## config.mk

```make
export PLATFORM = sky130hd
export DESIGN_NAME = q2_panel
export DESIGN_NICKNAME = d
export VERILOG_FILES = /design/src/rtl/q2_panel.sv
export SDC_FILE = /design/constraint.sdc
export NUM_CORES = 1
export LEC_CHECK = 0
export CAP_MARGIN = 10
export CORE_MARGIN = 1
export CORE_UTILIZATION = 55
export DETAILED_ROUTE_END_ITERATION = 10
export HOLD_SLACK_MARGIN = 0.08
export PLACE_DENSITY = 0.72
export RECOVER_POWER = 50
export SYNTH_ARGS = -nofsm -noshare
export SYNTH_HDL_FRONTEND = slang
export SYNTH_SLANG_ARGS = --single-unit
```

## constraint.sdc

```tcl
create_clock -name clk -period 2.5 [get_ports clk]
set_input_delay 0.5 -clock clk [delete_from_list [all_inputs] [get_ports clk]]
set_output_delay 0.5 -clock clk [all_outputs]
set_load 0.05 [all_outputs]
```

## src/rtl/q2_panel.sv

```systemverilog
// Q2 front-panel conditioner: synchronizes buttons and switches, debounces the buttons
// and turns each accepted press into a single fixed-width strobe with a frozen switch value.
module q2_panel #(
    parameter int unsigned DEBOUNCE_CYCLES = 1000,
    parameter int unsigned PULSE_CYCLES    = 4
) (
    input  logic        clk,
    input  logic        rst_n,
    input  logic        incp_btn,
    input  logic        dep_btn,
    input  logic        start_btn,
    input  logic        stop_btn,
    input  logic [11:0] sw_in,
    output logic        incp_sw,
    output logic        dep_sw,
    output logic        start_sw,
    output logic        stop_sw,
    output logic [11:0] sw
);

    localparam logic [1:0] IDLE    = 2'd0;
    localparam logic [1:0] PULSE   = 2'd1;
    localparam logic [1:0] RELEASE = 2'd2;

    localparam logic [15:0] DB_LAST    = 16'(DEBOUNCE_CYCLES - 1);
    localparam logic [15:0] PULSE_LAST = 16'(PULSE_CYCLES - 1);

    // Button vectors are ordered {stop, start, dep, incp}, highest priority in the MSB.
    logic [3:0]  btn_meta, btn_sync;
    logic [11:0] sw_meta, sw_sync;
    logic [3:0]  stable, stable_prev;
    logic [15:0] db_cnt [4];
    logic [3:0]  press, sel, strb;
    logic [1:0]  state;
    logic [15:0] pulse_cnt;

    always_ff @(posedge clk or negedge rst_n) begin
        if (!rst_n) begin
            btn_meta <= '0;
            btn_sync <= '0;
            sw_meta  <= '0;
            sw_sync  <= '0;
        end else begin
            btn_meta <= {stop_btn, start_btn, dep_btn, incp_btn};
            btn_sync <= btn_meta;
            sw_meta  <= sw_in;
            sw_sync  <= sw_meta;
        end
    end

    // A level is accepted only after DEBOUNCE_CYCLES uninterrupted cycles of mismatch.
    always_ff @(posedge clk or negedge rst_n) begin
        if (!rst_n) begin
            stable      <= '0;
            stable_prev <= '0;
            for (int i = 0; i < 4; i++) db_cnt[i] <= '0;
        end else begin
            stable_prev <= stable;
            for (int i = 0; i < 4; i++) begin
                if (btn_sync[i] == stable[i]) begin
                    db_cnt[i] <= '0;
                end else if (db_cnt[i] == DB_LAST) begin
                    stable[i] <= btn_sync[i];
                    db_cnt[i] <= '0;
                end else begin
                    db_cnt[i] <= db_cnt[i] + 16'd1;
                end
            end
        end
    end

    assign press = stable & ~stable_prev;

    always_comb begin
        sel = 4'b0000;
        if (press[3])      sel = 4'b1000;
        else if (press[2]) sel = 4'b0100;
        else if (press[1]) sel = 4'b0010;
        else if (press[0]) sel = 4'b0001;
    end

    always_ff @(posedge clk or negedge rst_n) begin
        if (!rst_n) begin
            state     <= IDLE;
            strb      <= '0;
            pulse_cnt <= '0;
            sw        <= '0;
        end else begin
            if (state == IDLE) sw <= sw_sync;
            case (state)
                IDLE: begin
                    if (|press) begin
                        strb      <= sel;
                        pulse_cnt <= PULSE_LAST;
                        state     <= PULSE;
                    end
                end
                PULSE: begin
                    if (pulse_cnt == 16'd0) begin
                        strb  <= '0;
                        state <= RELEASE;
                    end else begin
                        pulse_cnt <= pulse_cnt - 16'd1;
                    end
                end
                RELEASE: begin
                    // Wait for every button to go quiet so a held button cannot retrigger.
                    if (stable == 4'b0000) state <= IDLE;
                end
                default: begin
                    strb  <= '0;
                    state <= IDLE;
                end
            endcase
        end
    end

    assign {stop_sw, start_sw, dep_sw, incp_sw} = strb;

endmodule

```

# Yosys cells after proc, flatten, opt, wreduce, memory -nomap -nowiden
# Cells that the tools add are included.
[totals]
reg_bits = 138
[op_classes]
n_addsub = 5
n_mux = 22
bitwise = 7
n_eq_ne = 14
n_reduce_logical = 12
[ops]
columns = ["cell", "count"]
rows = [
  ["$mux W16", 10],
  ["$add A16 B1 Y16 const B", 4],
  ["$eq A16 B10 Y1 const B", 4],
  ["$pmux W16 S2", 1],
  ["$logic_not A16 Y1", 1],
  ["$sub A16 B1 Y16 const B", 1],
  ["$mux W4", 3],
  ["$pmux W4 S3", 1],
  ["$reduce_and A3 Y1", 3],
  ["$mux W2", 4],
  ["$reduce_and A2 Y1", 4],
  ["$ne A2 B2 Y1 const B", 3],
  ["$pmux W2 S3", 1],
  ["$not A1 Y1", 5],
  ["$and A4 B4 Y4", 1],
  ["$eq A1 B1 Y1", 4],
  ["$logic_not A4 Y1", 1],
  ["$not A4 Y4", 1],
  ["$reduce_or A4 Y1", 1],
  ["$mux W3", 1],
  ["$eq A2 B1 Y1 const B", 1],
  ["$eq A2 B2 Y1 const B", 1],
  ["$logic_not A2 Y1", 1],
  ["$ne A2 B1 Y1 const B", 1],
  ["2 further kinds", 2],
]

# Depth between registers and ports, before layout
[logic_depth]
word_depth = 8
mapped_depth = 6
depth_no_buf = 6

# Least setup slack after synthesis
# No wires, ideal clock.
[synth_timing]
kind = "register to register"
from = "register pulse_cnt[2]"
to = "register pulse_cnt[15]"
stages_incl_launch_ff = 7
setup_time_ns = 0.078
arrival_ns = 2.084
path_slack_ns = 0.338
period_less_slack_ns = 2.162
path_cell_list = "dfrtp_1 or3_1 buf_2 or4_1 buf_2 or4_1 a21oi_1"
[synth_between]
elab_chain_len = 3
elab_cells_between_ends = 6
classes_between = "1 x add/sub; 1 x eq/ne; 2 x mux; 2 x reduce/logical"
[synth_lines]
columns = ["item", "line", "source"]
rows = [
  ["start, declared", "35", "logic [15:0] pulse_cnt;"],
  ["start signal, assigned", "103", "pulse_cnt <= pulse_cnt - 16'd1;"],
  ["$sub A16 B1 Y16 / $logic_not A16 Y1 (equally long branches)", "103, 99", ""],
  ["$mux W16 / $ne A2 B2 Y1 (equally long branches)", "-", ""],
  ["$pmux W16 S2 / $reduce_and A3 Y1 (equally long branches)", "-", ""],
]
# Parallel ways exist; a longest one is shown, timed or not. The select of a mux whose other input is x is not followed.
# A chain may end at the register's enable or synchronous reset.

# Worst setup path in the final report
[layout_timing]
from = "register state[1]"
to = "register pulse_cnt[15]"
[layout_between]
elab_chain_len = 3
elab_cells_between_ends = 7
classes_between = "3 x eq/ne; 1 x mux; 3 x reduce/logical"
[layout_lines]
columns = ["item", "line", "source"]
rows = [
  ["start, declared", "34", "logic [1:0] state;"],
  ["start signal, assigned", "84", "state <= IDLE;"],
  ["start signal, assigned", "95", "state <= PULSE;"],
  ["start signal, assigned", "101", "state <= RELEASE;"],
  ["$eq A2 B1 Y1 / $logic_not A2 Y1 (equally long branches)", "90", "case (state)"],
  ["$ne A2 B2 Y1 (no source line) (tied with other cells)", "-", ""],
  ["$reduce_and A3 Y1 (no source line)", "-", ""],
]
# Parallel ways exist; a longest one is shown, timed or not.

==> out/results.tsv <==
metric	value	unit
startpoint	state[1]	
grt_util_all_layers	22.98	%
tns	0	ns
crit_fanout	7	
setup_viol	0	
place_area	0.006327	mm2
yosys_warnings	0	
ys_seq_area_share	59.34	%
required	2.95	ns
synth_cell_types	47	
finalClockSkew	0.009443	ns
synth-main-ff-cell	dfrtp_1	
clock.fmax	427.1	MHz
reg2regPathDepth	4	
grt_pass1_wl	19.49	mm
wl_per_cell	15.92	um
r2r_end	pulse_cnt[15]	
ys_seq_elements	138	
cts_tree	done	
grt_setup_unrepaired	no	
p_total	0.005000	W
design_area	0.006922	mm2
worstSkewPairLatency	0.53	ns
syn_inst	506	
dieWidth	104.9	um
postRouteAntennaNets	0	
ctsResizeCount	0	
antenna_cells	0	
yosys.area.top_type_share	59.34	%
period_share	93.66	%
antenna_found_initial	0	
holdPathEnd	btn_sync[3]	
worst_hold_startpoint	btn_meta[3]	
holdCritPathClass	flop to flop	
crit_type	flop to flop	
end_kind	flop	
core-area	0.01028	mm2
path_clk_slew	0.06	ns
dp_hpwl	7.361	mm
die_h	104.9	um
totalWireLength	11.18	mm
maxCapViolCount	0	
r2r_slack	0.16	ns
period_minus_slack	2.342	ns
nets	576	
syn-num-nets	529	
netlist_area	0.005819	mm2
grt-ovfl-total	0	
cp.arrival	2.79	ns
drt_iter0_drc	230	
start_util	56.62	%
synth_area_leaders	dfrtp_1, xor2_1, nor2_1, xnor2_1, mux2_2	
synthesis.area_per_instance	11.50	um2
nFillCells	806	
p_per_area	722.4	mW/mm2
viasPerCell	5.748	
dieArea	0.01100	mm2
status	finished, final reports clean	
cts_buffers	17	
p_leak	2.966	nW
row_count	37	
r2r_start	state[1]	
port_buffers	33	
cts_root_buf	clkbuf_8	
drc	0	
drive_gt1_share	10.42	%
yosysTopAreaCell	dfrtp_1	
fin_ws	0.1584	ns
vdd_drop_max	572.8	uV
drtPass1Iterations	5	
final_max_slew_viol_count	0	
htree_levels	4	
pre_cts_slack	0.2093	ns
syn_to_final_growth	18.94	%
boundaryPins	34	
grt_max_degree	63	
ys_async_sr_fraction	100.0	%
clock-sinks	138	
vias	4035	
synth_edf_count	0	
slew_headroom	20.79	%
clockBufferDepth	2	
grt_pass1_vias	4157	
postCtsSetupBuffers	0	
gp_congestion	0.8145	
worst_slew_pin_slew	1.188	ns
final-hold-violation-count	0	
start_kind	flop	
whs_path_depth	0	
## critical path, stage by stage (launching register included)
cell     delay [ns]
dfrtp_1        0.44
or4b_4         0.58
or4_1          0.55
or4_1          0.52
a21oi_1        0.17
## cell type report
type	count	area (um2)	share of cell area, %
Multi-Input combinational cell	345	2273	32.85
Tap cell	136	170.2	2.458
Clock buffer	22	452.9	6.544
Clock inverter	10	140.1	2.025
Sequential cell	138	3453	49.89
Timing Repair Buffer	40	390.4	5.640
Inverter	11	41.29	0.5965
## how the worst max path moves through the flow
| stage | endpoint | depth (start not counted) |
|---|---|---|
| floorplan | pulse_cnt[15] | 6 |
| global placement | pulse_cnt[15] | 4 |
| detailed placement | pulse_cnt[15] | 4 |
| CTS | pulse_cnt[15] | 4 |
| global route | pulse_cnt[7] | 3 |
| finish | pulse_cnt[15] | 4 |
## cell usage in the layout, fill, tap and decap left out, types with 16 or more instances in the layout
cell and instances:
nor4_1 18, nand4_1 27, xnor2_1 26, mux2_2 16
nor2_1 62, nor3_1 17, dlygate4sd3_1 17, dfrtp_1 138
clkdlybuf4s50_1 16, xor2_1 28, nand3_1 20, clkbuf_16 16
nand2_1 20
## metal layers
metal / wire (um) / vias up / global-route usage [%]
li1: - / 1940 / -
met1: 5223 / 1990 / 30.08
met2: 5322 / 92 / 35.95
met3: 500 / 13 / 6.675
met4: 132 / 0 / 9.759
met5: 0 / - / 0
## cells in the mapped netlist, types with 12 or more instances
library cell / instances
nand4_1: 27
nor2_1: 62
nand3_1: 20
nand2_1: 20
mux2_2: 16
nor4_1: 18
a21oi_1: 12
xnor2_1: 26
xor2_1: 28
dfrtp_1: 138
nor3_1: 17
## state kept, by name (all words and copies together) (netlist names)
| name | cells |
|---|---|
| state | 2 |
| pulse_cnt | 16 |
| btn_meta | 4 |
| sw_sync | 12 |
| strb | 4 |
| stable_prev | 4 |
| sw | 12 |
| stable | 4 |
| db_cnt | 64 |
| btn_sync | 4 |
| sw_meta | 12 |
## where the power goes
group          internal [W]  switching (W)  total [W]
Combinational     0.0000635       0.000121   0.000185
Sequential          0.00229      0.0000314    0.00232
Clock               0.00157       0.000922    0.00250
## per-stage QoR
stage	hold WS (ns)	util [%]	std cells
finish	0.3440	67.35	702
global route	0.3474	67.35	702
CTS	0.3489	67.43	702
detailed placement	0.3355	61.57	669
global placement	0.3327	61.57	669
floorplan	0.2044	-	506
## logic make-up (layout without fill, tap and decap cells)
kind of cell	Yosys count	after routing	share of synthesized area [%]
AND/OR/NAND/NOR	217	217	20.15
flip-flops	138	138	59.34
XOR/XNOR	54	54	8.127
AO/OA/AOI/OAI	50	50	6.107
buffers and inverters	23	83	1.591
multiplexers	19	19	3.612
adder cells (fa/ha/maj)	5	5	1.075
## what timing repair did
| action | CTS | global route |
|---|---|---|
| endpoints found under the setup margin | 0 | 0 |
| hold buffers | 1 | 0 |
| hold endpoints to repair | 47 | 0 |
(Power assumes the default switching activity.)
